`src/rtl/i2c_pkg.sv`:
```
// Shared definitions for the I2C request arbiter and related blocks.
//
// Contents:
//   I2cAddrWidth - width of a 7-bit I2C slave address
//   St*Enc       - 3-bit state encodings of the arbiter controller
//   arb_state_e  - typed FSM state built on those encodings
package i2c_pkg;

  localparam int unsigned I2cAddrWidth = 7;
  localparam int unsigned I2cDataWidth = 8;

  localparam logic [2:0] StIdleEnc     = 3'd0;
  localparam logic [2:0] StIssueEnc    = 3'd1;
  localparam logic [2:0] StWaitBusyEnc = 3'd2;
  localparam logic [2:0] StWaitDoneEnc = 3'd3;
  localparam logic [2:0] StCompleteEnc = 3'd4;

  typedef enum logic [2:0] {
    StIdle     = StIdleEnc,
    StIssue    = StIssueEnc,
    StWaitBusy = StWaitBusyEnc,
    StWaitDone = StWaitDoneEnc,
    StComplete = StCompleteEnc
  } arb_state_e;

endpackage

```
`src/rtl/rr_priority_select.sv`:
```
// Combinational round-robin picker.
//
// Searches i_req starting at index i_ptr and wrapping modulo N; the first set
// bit wins.
//
// Ports:
//   i_req   [N-1:0]    request vector
//   i_ptr   [IdxW-1:0] index with highest priority this round
//   o_grant [N-1:0]    one-hot winner, zero when no request
//   o_idx   [IdxW-1:0] binary index of the winner, zero when no request
//   o_valid            at least one request present
module rr_priority_select #(
  parameter int unsigned N    = 4,
  parameter int unsigned IdxW = (N > 1) ? $clog2(N) : 1
) (
  input  logic [N-1:0]    i_req,
  input  logic [IdxW-1:0] i_ptr,
  output logic [N-1:0]    o_grant,
  output logic [IdxW-1:0] o_idx,
  output logic            o_valid
);

  logic [IdxW-1:0] scan_idx;

  always_comb begin
    o_grant  = '0;
    o_idx    = '0;
    o_valid  = 1'b0;
    scan_idx = '0;
    for (int unsigned i = 0; i < N; i++) begin
      scan_idx = IdxW'((32'(i_ptr) + i) % N);
      if (!o_valid && i_req[scan_idx]) begin
        o_valid           = 1'b1;
        o_idx             = scan_idx;
        o_grant[scan_idx] = 1'b1;
      end
    end
  end

endmodule

```
`src/rtl/i2c_request_arbiter.sv`:
```
// Round-robin arbiter sharing one single-byte I2C master engine among
// NUM_REQ requesters. The winner's address, byte and direction are latched,
// one start pulse is issued, the engine's busy flag is tracked to completion
// and a one-cycle done (plus error) pulse is returned to the owner.
//
// Ports:
//   i_clk, i_rst_n   clock, asynchronous active-low reset
//   i_req            per-requester level request, held until its o_done
//   i_req_rnw        per-requester direction (1 = read)
//   i_req_addr       packed 7-bit slave addresses, requester k at [7k+6:7k]
//   i_req_byte       packed write bytes, requester k at [8k+7:8k]
//   o_grant          one-hot current owner, zero when idle
//   o_done           one-hot single-cycle completion pulse
//   o_error          failure flag, coincident with o_done
//   o_rd_byte        read data, valid with o_done of a read
//   o_m_*            command outputs to the engine
//   i_m_*            status inputs from the engine
module i2c_request_arbiter
  import i2c_pkg::*;
#(
  parameter int unsigned NUM_REQ     = 4,
  parameter int unsigned TIMEOUT_CYC = 1024
) (
  input  logic                              i_clk,
  input  logic                              i_rst_n,
  input  logic [NUM_REQ-1:0]                i_req,
  input  logic [NUM_REQ-1:0]                i_req_rnw,
  input  logic [I2cAddrWidth*NUM_REQ-1:0]   i_req_addr,
  input  logic [I2cDataWidth*NUM_REQ-1:0]   i_req_byte,
  output logic [NUM_REQ-1:0]                o_grant,
  output logic [NUM_REQ-1:0]                o_done,
  output logic                              o_error,
  output logic [I2cDataWidth-1:0]           o_rd_byte,
  output logic [I2cAddrWidth-1:0]           o_m_slave_addr,
  output logic [I2cDataWidth-1:0]           o_m_wr_byte,
  output logic                              o_m_wr_start,
  output logic                              o_m_rd_start,
  input  logic                              i_m_busy,
  input  logic [I2cDataWidth-1:0]           i_m_rd_byte,
  input  logic                              i_m_error
);

  localparam int unsigned IdxW = $clog2(NUM_REQ);
  localparam int unsigned CntW = $clog2(TIMEOUT_CYC);
  localparam logic [CntW-1:0] CntLast = CntW'(TIMEOUT_CYC - 1);
  localparam logic [IdxW-1:0] IdxLast = IdxW'(NUM_REQ - 1);

  arb_state_e              state_q, state_d;
  logic [IdxW-1:0]         ptr_q, ptr_d;
  logic [IdxW-1:0]         idx_q, idx_d;
  logic [NUM_REQ-1:0]      grant_q, grant_d;
  logic [I2cAddrWidth-1:0] addr_q, addr_d;
  logic [I2cDataWidth-1:0] byte_q, byte_d;
  logic                    rnw_q, rnw_d;
  logic [CntW-1:0]         cnt_q, cnt_d;
  logic                    err_q, err_d;
  logic [I2cDataWidth-1:0] rd_byte_q, rd_byte_d;

  logic [NUM_REQ-1:0]      sel_grant;
  logic [IdxW-1:0]         sel_idx;
  logic                    sel_valid;

  rr_priority_select #(
    .N    (NUM_REQ),
    .IdxW (IdxW)
  ) u_select (
    .i_req   (i_req),
    .i_ptr   (ptr_q),
    .o_grant (sel_grant),
    .o_idx   (sel_idx),
    .o_valid (sel_valid)
  );

  always_comb begin
    state_d   = state_q;
    ptr_d     = ptr_q;
    idx_d     = idx_q;
    grant_d   = grant_q;
    addr_d    = addr_q;
    byte_d    = byte_q;
    rnw_d     = rnw_q;
    cnt_d     = cnt_q;
    err_d     = err_q;
    rd_byte_d = rd_byte_q;

    unique case (state_q)
      StIdle: begin
        // Request payload is only looked at here; later changes are ignored.
        if (sel_valid) begin
          grant_d = sel_grant;
          idx_d   = sel_idx;
          addr_d  = i_req_addr[sel_idx*I2cAddrWidth +: I2cAddrWidth];
          byte_d  = i_req_byte[sel_idx*I2cDataWidth +: I2cDataWidth];
          rnw_d   = i_req_rnw[sel_idx];
          state_d = StIssue;
        end
      end

      StIssue: begin
        cnt_d   = '0;
        err_d   = 1'b0;
        state_d = StWaitBusy;
      end

      StWaitBusy: begin
        if (i_m_error) begin
          err_d = 1'b1;
        end
        if (i_m_busy) begin
          state_d = StWaitDone;
        end else if (cnt_q == CntLast) begin
          // Engine never acknowledged the start.
          err_d   = 1'b1;
          state_d = StComplete;
          if (rnw_q) begin
            rd_byte_d = i_m_rd_byte;
          end
        end else begin
          cnt_d = cnt_q + 1'b1;
        end
      end

      StWaitDone: begin
        if (i_m_error) begin
          err_d = 1'b1;
        end
        if (!i_m_busy) begin
          state_d = StComplete;
          if (rnw_q) begin
            rd_byte_d = i_m_rd_byte;
          end
        end
      end

      StComplete: begin
        // Owner just served drops to lowest priority next round.
        ptr_d   = (idx_q == IdxLast) ? '0 : idx_q + 1'b1;
        grant_d = '0;
        state_d = StIdle;
      end

      default: begin
        grant_d = '0;
        state_d = StIdle;
      end
    endcase
  end

  always_ff @(posedge i_clk or negedge i_rst_n) begin
    if (!i_rst_n) begin
      state_q   <= StIdle;
      ptr_q     <= '0;
      idx_q     <= '0;
      grant_q   <= '0;
      addr_q    <= '0;
      byte_q    <= '0;
      rnw_q     <= 1'b0;
      cnt_q     <= '0;
      err_q     <= 1'b0;
      rd_byte_q <= '0;
    end else begin
      state_q   <= state_d;
      ptr_q     <= ptr_d;
      idx_q     <= idx_d;
      grant_q   <= grant_d;
      addr_q    <= addr_d;
      byte_q    <= byte_d;
      rnw_q     <= rnw_d;
      cnt_q     <= cnt_d;
      err_q     <= err_d;
      rd_byte_q <= rd_byte_d;
    end
  end

  // Outputs decode straight from registered state, so reset clears them at once.
  assign o_grant        = grant_q;
  assign o_done         = (state_q == StComplete) ? grant_q : '0;
  assign o_error        = (state_q == StComplete) && err_q;
  assign o_rd_byte      = rd_byte_q;
  assign o_m_slave_addr = addr_q;
  assign o_m_wr_byte    = byte_q;
  assign o_m_wr_start   = (state_q == StIssue) && !rnw_q;
  assign o_m_rd_start   = (state_q == StIssue) && rnw_q;

endmodule

```
`config.mk`:
```
export PLATFORM = sky130hd
export DESIGN_NAME = i2c_request_arbiter
export DESIGN_NICKNAME = d
export VERILOG_FILES = /design/src/rtl/i2c_pkg.sv /design/src/rtl/rr_priority_select.sv /design/src/rtl/i2c_request_arbiter.sv
export SDC_FILE = /design/constraint.sdc
export NUM_CORES = 1
export LEC_CHECK = 0
export BUFFER_PORTS_ARGS = -buffer_cell sky130_fd_sc_hd__buf_2
export CORE_MARGIN = 5
export CORE_UTILIZATION = 45
export DETAILED_ROUTE_END_ITERATION = 10
export GPL_TIMING_DRIVEN = 0
export PLACE_DENSITY = 0.75
export SYNTH_ARGS = -nofsm -noshare
export SYNTH_HDL_FRONTEND = slang
export SYNTH_SLANG_ARGS = --single-unit
```
`constraint.sdc`:
```
create_clock -name i_clk -period 3.2 [get_ports i_clk]
set_input_delay 0.16 -clock i_clk [delete_from_list [all_inputs] [get_ports i_clk]]
set_output_delay 0.16 -clock i_clk [all_outputs]
set_load 0.005 [all_outputs]
```
==> metrics.log <==
INFO  metric start_util = 45.7%
INFO  metric critPathCaptureType = flop
INFO  metric post-route-util = around 58%
INFO  metric nets = 563
INFO  metric outcome = finished, final reports clean
INFO  metric post_synth_num_cell_types = 53
INFO  metric area_growth_syn_to_layout = 26.1%
INFO  metric number_of_clock_buffers_inserted_by_tritoncts = 5
INFO  metric grt_util_met3 = 5.68%
INFO  metric number_of_synthesized_flops_with_an_enable_pin = 0
INFO  metric drt_iter0_drc = about 150
INFO  metric grt_first_pass_wirelength = approximately 15 mm
INFO  metric worst_hold_slack = 0.0341 ns
INFO  metric largest_net_degree_at_the_start_of_global_routing = 47
INFO  metric crit_path_top_delay_cell = sky130_fd_sc_hd__dfrtp_2
INFO  metric power_frac_seq = 26.0%
INFO  metric cts_tree = yes
INFO  metric cts_buffer_depth = 2
INFO  metric critical_path_arrival = between 3 and 4 ns
INFO  metric peakVddDrop = 436 uV
INFO  metric ys_seq_area_share = around a third
INFO  metric syn_inst = 352
INFO  metric yosys_most_used_dff = sky130_fd_sc_hd__dfrtp_1
INFO  metric clk_pin_slew_worst_paths = about 0.090 ns
INFO  metric grt_setup_unrepaired = no
INFO  metric largest_incremental_delay_on_the_critical_path = 0.45 ns
INFO  metric r2r-end = o_m_wr_byte[7]
INFO  metric finalNonFillerCells = between 500 and 600
INFO  metric rrSetupSlack = 0.16 ns
INFO  metric detail_route.wl_per_cell = 16.0 microns
INFO  metric first_global_vias = 3207
INFO  metric grtUsageMet1 = 25.2%
INFO  metric fmax = around 330 MHz
INFO  metric fillers = 679
INFO  metric crit_path_cell_trace = buf_6 -> inv_1 -> ha_2 -> or2_2 -> a21oi_1 -> o31a_1 -> or2_1 -> buf_6 -> buf_12 -> mux2i_1 -> o221ai_1
INFO  metric min_period_over_period = 95.0%
INFO  metric dpl_cell_area = between 0.003 and 0.004 sq mm
INFO  metric routabilityCongestion = 0.849
INFO  metric critPathLaunchType = flop
INFO  metric cellInternalPower = 2.12 mW
INFO  metric finalClockSkew = between 0.009 and 0.01 ns
INFO  metric syn_avg_cell_area = around 9.3 sq um
INFO  metric cp_data_required_time = 3.36 ns
INFO  metric die_x = 95.4 microns
INFO  metric floorplan.io_pins = between 100 and 150
INFO  metric final.setup.worst_slack = 0.161 ns
INFO  metric critical-path-top-cell-by-count = sky130_fd_sc_hd__buf_6
INFO  metric combPwrFrac = 62.3%
INFO  metric async_reset_ff_share = 100%
INFO  metric top_usage_layer = met2
INFO  metric critPathCapture = o_m_wr_byte[7]
INFO  metric classification_of_the_worst_setup_path = reg -> reg
INFO  metric cts.root.buffer_cell = sky130_fd_sc_hd__clkbuf_8
INFO  metric maxcap_viol_count = 0
INFO  metric post_cts_hold_buffer_count = 0
INFO  metric std_cell_rows = 31
INFO  metric clkLatencyLatePin = 0.30 ns
INFO  metric ant_nets = 0
INFO  metric clock_tree.htree_level_count = 2
INFO  metric length_in_cells_of_the_worst_reg_to_reg_path = 11
INFO  metric timing_worst_slew_pin_value = between 1 and 1.5 ns
INFO  metric post-dp-hpwl = 7.07 mm
INFO  metric layout.cells.most_common = sky130_fd_sc_hd__buf_2
INFO  metric vias = about 3100
INFO  metric share_clk_of_total_power = 11.7%
INFO  metric routed_wirelength = 9.19 mm
INFO  metric r2r-start = ptr_q[0]
INFO  metric numClockSinks = 46
INFO  metric dieHeight = 95.4 microns
INFO  metric post_place_setup_slack = -0.381 ns
INFO  metric power.switching = 1.63 mW
INFO  metric hold_path.class = in -> async
INFO  metric grt_antenna_before_repair = 0
INFO  metric power_per_cell_area = 907 mW/mm^2
INFO  metric core = between 0.007 and 0.008 sq mm
INFO  metric slew_violations = 0
INFO  metric drc = 0
INFO  metric crit_path_start = ptr_q[0]
INFO  metric detail_route.first_pass.iterations = 4
INFO  metric routing_usage_on_met2 = between 30% and 40%
INFO  metric track_usage = a little over a fifth
INFO  metric synthesis.yosys.warnings = 0
INFO  metric floorplan.die_area = 0.00909 sq mm
INFO  metric commonest_cells_after_routing_fill_and_taps_aside = 115 x sky130_fd_sc_hd__buf_2, 46 x sky130_fd_sc_hd__nand2_1, 45 x sky130_fd_sc_hd__dfrtp_1
INFO  metric ys_seq_elements = between 40 and 50
INFO  metric synth_fp_nets = ~440
INFO  metric mappedNetlistArea = 0.00328 sq mm
INFO  metric final_layout_size_suffix_gt1_share = about two fifths
INFO  metric relSlewSlack = ~30%
INFO  metric placedCellCount = 562
INFO  metric avgViaCountPerCell = 5.39
INFO  metric port-buffer-count = 111
INFO  metric timing.final.hold_violations = 0
INFO  metric antenna_cells = 0
INFO  metric cellLeakagePower = 1.99 nW
INFO  metric post-route-min-period = around 3.0 ns
INFO  metric swShare = 43.4%
INFO  metric globalRouteOverflowTotal = 0
INFO  metric finish.instance_area = approximately 0.0041 sq mm
INFO  metric report.final.setup_viol = 0
INFO  metric path_max_fanout = 10
## power groups by stage
stage                     clock network [mW]  registers [mW]  logic, mW
after floorplan                            0           0.968       1.62
after global placement                     0           0.964       2.18
after detailed placement                   0           0.979       2.26
after CTS                              0.447           0.971       2.27
after global routing                   0.474            1.00       2.56
final                                  0.440           0.974       2.34
## worst min path at each step
stage | slack (ns) | end | from | cells past startpoint
floorplan | -0.14 | cnt_q[0] | i_rst_n | 0
global placement | 0.39 | o_rd_byte[0] | i_m_rd_byte[0] | 2
detailed placement | 0.40 | o_rd_byte[1] | i_m_rd_byte[1] | 2
CTS | 0.08 | o_rd_byte[1] | i_m_rd_byte[1] | 2
global route | 0.07 | o_rd_byte[4] | i_m_rd_byte[4] | 2
finish | 0.03 | state_q[0] | i_rst_n | 1
## Yosys cell counts (all sizes together), types with 2 or more instances
master	number	share of area, %
dfrtp	46	35
nand2	46	5.3
nor2	27	3.1
mux2	18	6.2
a21oi	17	2.6
clkbuf	15	1.7
inv	14	1.6
a211oi	12	3.8
nor3	12	1.8
buf	11	2.9
mux2i	11	3.4
a22o	9	2.4
ha	9	3.4
nand3	9	1.4
o221ai	9	2.4
o21ai	8	1.2
o31ai	8	2.9
a2bb2oi	7	1.9
and4	7	1.9
and3	6	1.1
nand2b	6	1.1
xor2	5	1.3
a221oi	4	1.1
a22oi	4	0.92
or2	4	0.76
mux4	3	2.1
or3	3	0.57
a2111oi	2	1.1
nand4	2	0.38
nor2b	2	0.61
nor3b	2	0.46
## per-layer routing
layer	vias up	wire [microns]
met5	-	0
met4	0	81
met3	6	608
met2	89	4660
met1	1458	3840
li1	1541	-
## worst max-delay path, delay by kind of cell (launching register included)
family / cells / cell delay, ns
compound gates: 3 / 0.73
mux: 1 / 0.19
simple gates: 2 / 0.48
buf+inv: 4 / 0.67
fa+ha+maj: 1 / 0.37
flops: 1 / 0.45
## state kept, by name, summed over array words and instances (netlist names)
| register | flops |
|---|---|
| cnt_q | 10 |
| err_q | 1 |
| idx_q | 2 |
| o_grant | 4 |
| o_m_slave_addr | 7 |
| o_m_wr_byte | 8 |
| o_rd_byte | 8 |
| ptr_q | 2 |
| rnw_q | 1 |
| state_q | 3 |
## cell families after synthesis
group	synth area share [%]
xor+xnor	1.60
fa+ha+maj	3.43
compound gates	22.7
mux	11.6
flops	35.1
simple gates	19.4
buf+inv	6.18
## per-stage QoR
step,power [mW],setup TNS [ns]
after floorplan,2.58,0
after global placement,3.15,-3.22
after detailed placement,3.23,-4.83
after CTS,3.69,0
after global routing,4.04,0
final,3.75,0
## final cells by class
type	instances	area, sq um	share of cell area [%]
buffer	26	155	3.75
sequential	46	1150	27.9
clock inverter	2	37.5	0.908
tap	99	124	3.00
clock buffer	6	72.6	1.75
multi-input combinational	266	1960	47.3
inverter	14	52.6	1.27
timing repair buffer	115	586	14.2
## timing repair
item / 4_1_cts / 5_1_grt
setup buffers: 0 / 4
resized for setup: 4 / 10
pin swaps: 0 / 2
endpoints found under the setup margin: 17 / 17
Power figures use the tool's default switching activity.
